--- src/rtl/mem_arbiter.sv ---
// mem_arbiter: shares one AXI4-Lite master port between the icache fill port
// (read-only) and the LSU data port (read/write). One transaction outstanding;
// a grant is held from address issue until its response handshake.
// Build option: define ARB_ROUND_ROBIN_EN for round-robin icache/LSU arbitration;
// otherwise fixed priority with the LSU ahead of the icache.
module mem_arbiter #(
  parameter int unsigned ADDR_W = 32,
  parameter int unsigned DATA_W = 32
) (
  input  logic                clk,
  input  logic                rst_n,
  // icache fill read
  input  logic                icache_arvalid_i,
  output logic                icache_arready_o,
  input  logic [ADDR_W-1:0]   icache_araddr_i,
  output logic                icache_rvalid_o,
  input  logic                icache_rready_i,
  output logic [DATA_W-1:0]   icache_rdata_o,
  output logic [1:0]          icache_rresp_o,
  // LSU read
  input  logic                lsu_arvalid_i,
  output logic                lsu_arready_o,
  input  logic [ADDR_W-1:0]   lsu_araddr_i,
  output logic                lsu_rvalid_o,
  input  logic                lsu_rready_i,
  output logic [DATA_W-1:0]   lsu_rdata_o,
  output logic [1:0]          lsu_rresp_o,
  // LSU write
  input  logic                lsu_awvalid_i,
  output logic                lsu_awready_o,
  input  logic [ADDR_W-1:0]   lsu_awaddr_i,
  input  logic                lsu_wvalid_i,
  output logic                lsu_wready_o,
  input  logic [DATA_W-1:0]   lsu_wdata_i,
  input  logic [DATA_W/8-1:0] lsu_wstrb_i,
  output logic                lsu_bvalid_o,
  input  logic                lsu_bready_i,
  output logic [1:0]          lsu_bresp_o,
  // bus master
  output logic                m_arvalid_o,
  input  logic                m_arready_i,
  output logic [ADDR_W-1:0]   m_araddr_o,
  input  logic                m_rvalid_i,
  output logic                m_rready_o,
  input  logic [DATA_W-1:0]   m_rdata_i,
  input  logic [1:0]          m_rresp_i,
  output logic                m_awvalid_o,
  input  logic                m_awready_i,
  output logic [ADDR_W-1:0]   m_awaddr_o,
  output logic                m_wvalid_o,
  input  logic                m_wready_i,
  output logic [DATA_W-1:0]   m_wdata_o,
  output logic [DATA_W/8-1:0] m_wstrb_o,
  input  logic                m_bvalid_i,
  output logic                m_bready_o,
  input  logic [1:0]          m_bresp_i
);

  typedef enum logic [1:0] {
    IDLE = 2'd0,
    I_RD = 2'd1,
    D_RD = 2'd2,
    D_WR = 2'd3
  } state_t;

  state_t state_q, state_d;
  logic   ar_done_q, aw_done_q, w_done_q;
  logic   ar_hs, aw_hs, w_hs, r_hs, b_hs;
  logic   lsu_req;
`ifdef ARB_ROUND_ROBIN_EN
  logic   last_icache_q;  // 1 when the icache held the most recent grant
`endif

  assign lsu_req = lsu_arvalid_i | lsu_awvalid_i;
  assign ar_hs   = m_arvalid_o & m_arready_i;
  assign aw_hs   = m_awvalid_o & m_awready_i;
  assign w_hs    = m_wvalid_o & m_wready_i;
  assign r_hs    = m_rvalid_i & m_rready_o;
  assign b_hs    = m_bvalid_i & m_bready_o;

  // State register, per-transaction handshake flags and arbitration history
  always_ff @(posedge clk or negedge rst_n) begin
    if (!rst_n) begin
      state_q   <= IDLE;
      ar_done_q <= 1'b0;
      aw_done_q <= 1'b0;
      w_done_q  <= 1'b0;
`ifdef ARB_ROUND_ROBIN_EN
      last_icache_q <= 1'b0;
`endif
    end else begin
      state_q <= state_d;
      if (state_q == IDLE) begin
        ar_done_q <= 1'b0;
        aw_done_q <= 1'b0;
        w_done_q  <= 1'b0;
      end else begin
        if (ar_hs) ar_done_q <= 1'b1;
        if (aw_hs) aw_done_q <= 1'b1;
        if (w_hs)  w_done_q  <= 1'b1;
      end
`ifdef ARB_ROUND_ROBIN_EN
      if ((state_q != IDLE) && (state_d == IDLE)) last_icache_q <= (state_q == I_RD);
`endif
    end
  end

  // Next state: grant in IDLE, release on the response handshake
  always_comb begin
    state_d = state_q;
    case (state_q)
      IDLE: begin
`ifdef ARB_ROUND_ROBIN_EN
        if (icache_arvalid_i && (!lsu_req || !last_icache_q)) state_d = I_RD;
`else
        if (icache_arvalid_i && !lsu_req) state_d = I_RD;
`endif
        else if (lsu_arvalid_i) state_d = D_RD;
        else if (lsu_awvalid_i) state_d = D_WR;
      end
      I_RD, D_RD: if (r_hs) state_d = IDLE;
      D_WR:       if (b_hs) state_d = IDLE;
      default:    state_d = IDLE;
    endcase
  end

  // Outputs: route handshakes of the granted port only; payloads pass through
  always_comb begin
    m_arvalid_o      = 1'b0;
    m_rready_o       = 1'b0;
    m_awvalid_o      = 1'b0;
    m_wvalid_o       = 1'b0;
    m_bready_o       = 1'b0;
    icache_arready_o = 1'b0;
    icache_rvalid_o  = 1'b0;
    lsu_arready_o    = 1'b0;
    lsu_rvalid_o     = 1'b0;
    lsu_awready_o    = 1'b0;
    lsu_wready_o     = 1'b0;
    lsu_bvalid_o     = 1'b0;
    m_araddr_o       = (state_q == I_RD) ? icache_araddr_i : lsu_araddr_i;
    m_awaddr_o       = lsu_awaddr_i;
    m_wdata_o        = lsu_wdata_i;
    m_wstrb_o        = lsu_wstrb_i;
    icache_rdata_o   = m_rdata_i;
    icache_rresp_o   = m_rresp_i;
    lsu_rdata_o      = m_rdata_i;
    lsu_rresp_o      = m_rresp_i;
    lsu_bresp_o      = m_bresp_i;
    case (state_q)
      I_RD: begin
        m_arvalid_o      = icache_arvalid_i & ~ar_done_q;
        icache_arready_o = m_arready_i & ~ar_done_q;
        m_rready_o       = icache_rready_i & ar_done_q;
        icache_rvalid_o  = m_rvalid_i & ar_done_q;
      end
      D_RD: begin
        m_arvalid_o   = lsu_arvalid_i & ~ar_done_q;
        lsu_arready_o = m_arready_i & ~ar_done_q;
        m_rready_o    = lsu_rready_i & ar_done_q;
        lsu_rvalid_o  = m_rvalid_i & ar_done_q;
      end
      D_WR: begin
        m_awvalid_o   = lsu_awvalid_i & ~aw_done_q;
        lsu_awready_o = m_awready_i & ~aw_done_q;
        m_wvalid_o    = lsu_wvalid_i & ~w_done_q;
        lsu_wready_o  = m_wready_i & ~w_done_q;
        m_bready_o    = lsu_bready_i & aw_done_q & w_done_q;
        lsu_bvalid_o  = m_bvalid_i & aw_done_q & w_done_q;
      end
      default: ;
    endcase
  end

endmodule

--- config.mk ---
export PLATFORM = sky130hd
export DESIGN_NAME = mem_arbiter
export DESIGN_NICKNAME = d
export VERILOG_FILES = /design/src/rtl/mem_arbiter.sv
export SDC_FILE = /design/constraint.sdc
export NUM_CORES = 1
export LEC_CHECK = 0
export CAP_MARGIN = 20
export CORE_AREA = 2 2 143 145
export CTS_CLUSTER_DIAMETER = 80
export CTS_CLUSTER_SIZE = 16
export DETAILED_ROUTE_END_ITERATION = 16
export DIE_AREA = 0 0 145 147
export PLACE_DENSITY = 0.51
export SYNTH_ARGS = -nofsm -noshare
export SYNTH_HDL_FRONTEND = slang
export SYNTH_SLANG_ARGS = --single-unit
--- constraint.sdc ---
create_clock -name clk -period 1.9 [get_ports clk]
set_input_delay 0.38 -clock clk [delete_from_list [all_inputs] [get_ports clk]]
set_output_delay 0.38 -clock clk [all_outputs]
set_load 0.05 [all_outputs]
## After elaboration in Yosys (flattened, before gate mapping)

Cells that the tools add are included.

- Equality and inequality tests: 6
- Muxes and demuxes: 25
- Bitwise logic cells: 23
- Reductions and logical operators: 8

Operator list:

| operator | number |
|---|---|
| $mux W32 | 1 |
| $and A1 B1 Y1 | 19 |
| $mux W1 | 16 |
| $mux W2 | 5 |
| $pmux W2 S3 | 1 |
| $reduce_bool A2 Y1 | 3 |
| $eq A2 B2 Y1 const B | 2 |
| $ne A2 B2 Y1 const B | 2 |
| $ne A4 B3 Y1 const B | 1 |
| $pmux W1 S2 | 2 |
| $not A1 Y1 | 3 |
| $reduce_and A3 Y1 | 1 |
| $eq A2 B1 Y1 const B | 1 |
| $logic_not A2 Y1 | 1 |
| $reduce_or A2 Y1 | 1 |
| $logic_and A1 B1 Y1 | 1 |
| $logic_not A1 Y1 | 1 |
| $or A1 B1 Y1 | 1 |

- Bits in registers: 5
- Input bits: 182
- Output and inout bits: 182
- Logic and storage cells: 66

## Logic depth before layout (Yosys ltp)

- Depth in word-level cells: 6
- Gate-level depth with buffers: 6
- Depth with buffers taken out: 6

## Worst setup path after synthesis

No wires, ideal clock.

- Path kind: register -> output
- Start point: register state_q[1]
- End point: output port m_arvalid_o
- Arrival: 1888 ps
- Required time: 1520 ps
- Path slack: -368 ps
- Cell stages (with the launch flop): 5
- Buffers on the path: 0
- Path through: dfrtp_1 -> inv_1 -> ha_1 -> inv_1 -> nor3_1

- Word-level cells in the longest chain between the ends: 2
- Elaborated cells on any way between the ends: 3
- Those cells by class: eq/ne (2); mux (1)

Ends and longest elaborated chain:

| what | RTL line | source |
|---|---|---|
| start, declared | 66 | `state_t state_q, state_d;` |
| start signal, assigned | 92 | `state_q <= state_d;` |
| $eq A2 B2 Y1 or $eq A2 B1 Y1 (tied branches) | 150 | `case (state_q)` |
| $pmux W1 S2 * | 150 |  |
| end, declared | 40 | `output logic m_arvalid_o,` |

Every way passes the cells marked *; elsewhere a longest branch is shown, timed or not.

## Worst setup path in the final report

- Start point: register state_q[1]
- End point: output port m_araddr_o[31]

- Word-level cells in the longest chain between the ends: 2

Ends and longest elaborated chain:

| what | RTL line | source |
|---|---|---|
| $eq A2 B1 Y1 | 141 | `m_araddr_o = (state_q == I_RD) ? icache_araddr_i : lsu_araddr_i;` |
| $mux W32 | 141 |  |
| end, declared | 42 | `output logic [ADDR_W-1:0] m_araddr_o,` |

No other way between the ends.

==> results by group <==
CTS
  • Root Driver: clkbuf_16
  • TritonCTS Buffers: 3
  • Clock net sink count: 5
  • Clock buffer depth: 2
  • CTS tree: yes
  • H-tree depth: 1
  • Clock latency on the worst-skew pair: 230 ps
  • Clk slew on worst S/H paths: 30 ps
  • Hold buffers post-CTS: 0

STA
  • Final count of hold timing violations: 0
  • Final hold slack: 429 ps
  • Final Setup Violations: 34
  • Final Max Tran Viols: 0
  • RSZ-0062 raised after global routing: true
  • Min setup slack post-route: -74.9 ps
  • Worst slew pin tran: 361 ps
  • FMAX: 506 MHz
  • Fin crit share: 104%
  • Tmin final: 1970 ps
  • Max-Slew Margin vs Limit: 75.9%
  • Setup Skew: 0.392 ps

Job
  • Max cap viols: 0

Place
  • Placed Instances: 471
  • RePlAce Congestion: 0.792
  • Port bufs: between 100 and 150
  • Detailed Place HPWL: 7080 um

Cells and area
  • P&R area growth vs syn: 58.0%
  • Fill cell count: 2218
  • NumNets Final: 400
  • Antenna cells: 0
  • Share of cells above drive strength 1: 52.1%
  • Non-Filler Instances: 483
  • Utilization after layout: 14.6%
  • Commonest non-fill, non-tap cell in the layout: clkdlybuf4s50_1
  • Most frequent cells in the layout: clkdlybuf4s50_1, buf_6, mux2_2

Floorplan
  • Die X: 145 um
  • I/O Pins: about 360
  • Placeable Area: ~20000 um2
  • Initial Util: under 10%
  • # rows: 52
  • Die Area: roughly 21000 um2
  • Chip height: around 150 um

Global route
  • First-pass GRT wire length: 11500 um
  • Total grt overflow: 0
  • Initial antenna violation count: 0
  • Vias in the first global route: 1597
  • Total GRT Usage: 7.51%
  • Largest net degree at the start of global routing: 14

Route
  • Antenna-violating nets left: 0
  • DRT Pass-1 Iters: 3
  • Drt total wl: 8410 um
  • Vias per cell: 2.89
  • Initial DRC count: 37
  • Drt wl/cell: ~17 um
  • # DRC: 0
  • Vias: 1395

Power
  • Power Density: 1330 nW/um2
  • Int Pwr: around 2 mW
  • Clk pwr share: 9.3%
  • Pleak: ~1.1 nW
  • Logic pwr share: 85.5%
  • Sequential power share: 5.2%
  • VDD IR max: 0.323 mV
  • Switch share: 47.3%
  • Sw Pwr: ~1.8 mW

Setup path
  • Worst EP required: 1520 ps
  • Worst Setup Start Kind: flip-flop
  • WP data arrival: 1590 ps
  • Worst r2r src: state_q[1]$_DFFE_PN0P_
  • Worst Path Max Fanout: 13
  • CP top delay family: flip-flops
  • Slowest stage delay, CP: 400 ps
  • Critical-path cell list: inv_2, ha_4, buf_12, mux2_2, buf_6
  • RR Endpoint: state_q[1]$_DFFE_PN0P_
  • CP max-delay cell: dfrtp_2
  • Buf+Inv Stages, Crit Path: 3
  • R2r worst-path depth: 7
  • Critical path capture point type: output port
  • R2R setup slack: -30 ps
  • Critical path class: reg -> out

Synth
  • Yosys warns: 0
  • Largest family of logic cells by synthesized area: buffers and inverters
  • Mapped Nets: 402
  • Synth Area in Compound Gates: around 4.1%
  • Post-Synth Simple-Gate Area: 6.84%
  • Mean post-synth cell area: ~8.5 um2
  • Area share of xor/xnor cells in the synthesized design: 0%
  • Synthesized area: between 1500 and 2000 um2
  • Synth cell types: 25
  • Adder-cell share of the synthesized area: 2.74%
  • Synth Instances: 216
  • Multiplexer share of the synthesized area: 21.1%
  • Seq cells post-synth: 5
  • Sequential share of the synthesized area: 6.84%

Status
  • Failing checks: setup timing
  • Outcome: finished with violations

Worst hold path
  • Hold WC Path Type: in -> async
[worst max path at each step]
| stage | startpoint | to | cells past startpoint |
|---|---|---|---|
| 2_1_floorplan | state_q[1]$_DFFE_PN0P_ | m_araddr_o[10] | 5 |
| 3_3_place_gp | icache_rready_i | state_q[1]$_DFFE_PN0P_ | 5 |
| 3_5_place_dp | state_q[1]$_DFFE_PN0P_ | m_araddr_o[2] | 5 |
| 4_1_cts | state_q[1]$_DFFE_PN0P_ | m_araddr_o[8] | 6 |
| 5_1_grt | state_q[1]$_DFFE_PN0P_ | m_araddr_o[20] | 5 |
| 6_report | state_q[1]$_DFFE_PN0P_ | m_araddr_o[31] | 5 |
[cells in the mapped netlist]
| master | instances | area [um2] |
|---|---|---|
| mux2_4 | 1 | 15.0 |
| mux2_2 | 32 | 360 |
| inv_1 | 4 | 15.0 |
| ha_1 | 4 | 50.1 |
| a311o_1 | 1 | 10.0 |
| nor3_1 | 1 | 5.00 |
| and3_2 | 2 | 15.0 |
| o211ai_1 | 1 | 7.51 |
| a31o_4 | 1 | 17.5 |
| nand2_1 | 1 | 3.75 |
| buf_2 | 2 | 10.0 |
| a21oi_1 | 4 | 20.0 |
| nor2_1 | 3 | 11.3 |
| and3b_2 | 1 | 10.0 |
| a32oi_1 | 1 | 8.76 |
| and4_1 | 2 | 17.5 |
| nand2b_1 | 1 | 6.26 |
| o2111a_1 | 1 | 11.3 |
| buf_4 | 138 | 1040 |
| nand4_1 | 1 | 6.26 |
| clkbuf_1 | 2 | 7.51 |
| and3_1 | 1 | 6.26 |
| mux2i_1 | 1 | 10.0 |
| dfrtp_1 | 5 | 125 |
| and3b_1 | 5 | 43.8 |
[stage by stage]
step | total power [mW] | TNS [ps] | area, um2 | setup slack [ps]
detailed placement | 2.83 | 0 | 2430 | 14.0
CTS | 3.91 | -3550 | 2860 | -157
global route | 4.02 | -3200 | 2890 | -126
finish | 3.84 | -1620 | 2890 | -74.9
global placement | 2.81 | 0 | 2430 | 44.3
floorplan | 2.61 | -820 | 1840 | -31.0
[repair_timing]
| item | in CTS | in global routing |
|---|---|---|
| endpoints found under the setup margin | 36 | 40 |
| setup buffers | 6 | 2 |
| pin swaps | 2 | 1 |
| gates resized for setup | 59 | 18 |
| cloned | 2 | 0 |
[flip-flops by register name, summed over array words and instances, names as in the netlist]
signal / count
state_q: 2
ar_done_q: 1
aw_done_q: 1
w_done_q: 1
[kinds of logic after synthesis]
logic type      count (synthesis)
compound gates                  9
fa+ha+maj                       4
buf+inv                       146
flops                           5
mux                            34
simple gates                   18
[routing by layer]
metal	wire length [um]	share of wire (%)	track usage (%)	vias up
li1	-	-	-	565
met1	1820	22	4.60	594
met2	4250	51	13.5	177
met3	1750	21	6.86	59
met4	593	7.1	5.40	0
met5	0	0	0	-
[area by class of cell]
type                       instances  area (um2)  area share (%)
multi-input combinational         65         762            26.4
inverter                           4        15.0           0.519
sequential                         5         126            4.37
timing repair buffer             135        1570            54.3
tap                              270         338            11.7
clock buffer                       4        78.8            2.73
[power groups by stage]
| stage | clock [mW] | sequential, mW | combinational [mW] |
|---|---|---|---|
| floorplan | 0 | 0.187 | 2.43 |
| global route | 0.373 | 0.207 | 3.45 |
| global placement | 0 | 0.198 | 2.61 |
| finish | 0.356 | 0.201 | 3.28 |
| CTS | 0.369 | 0.201 | 3.34 |
| detailed placement | 0 | 0.202 | 2.63 |
(Power assumes the default switching activity.)
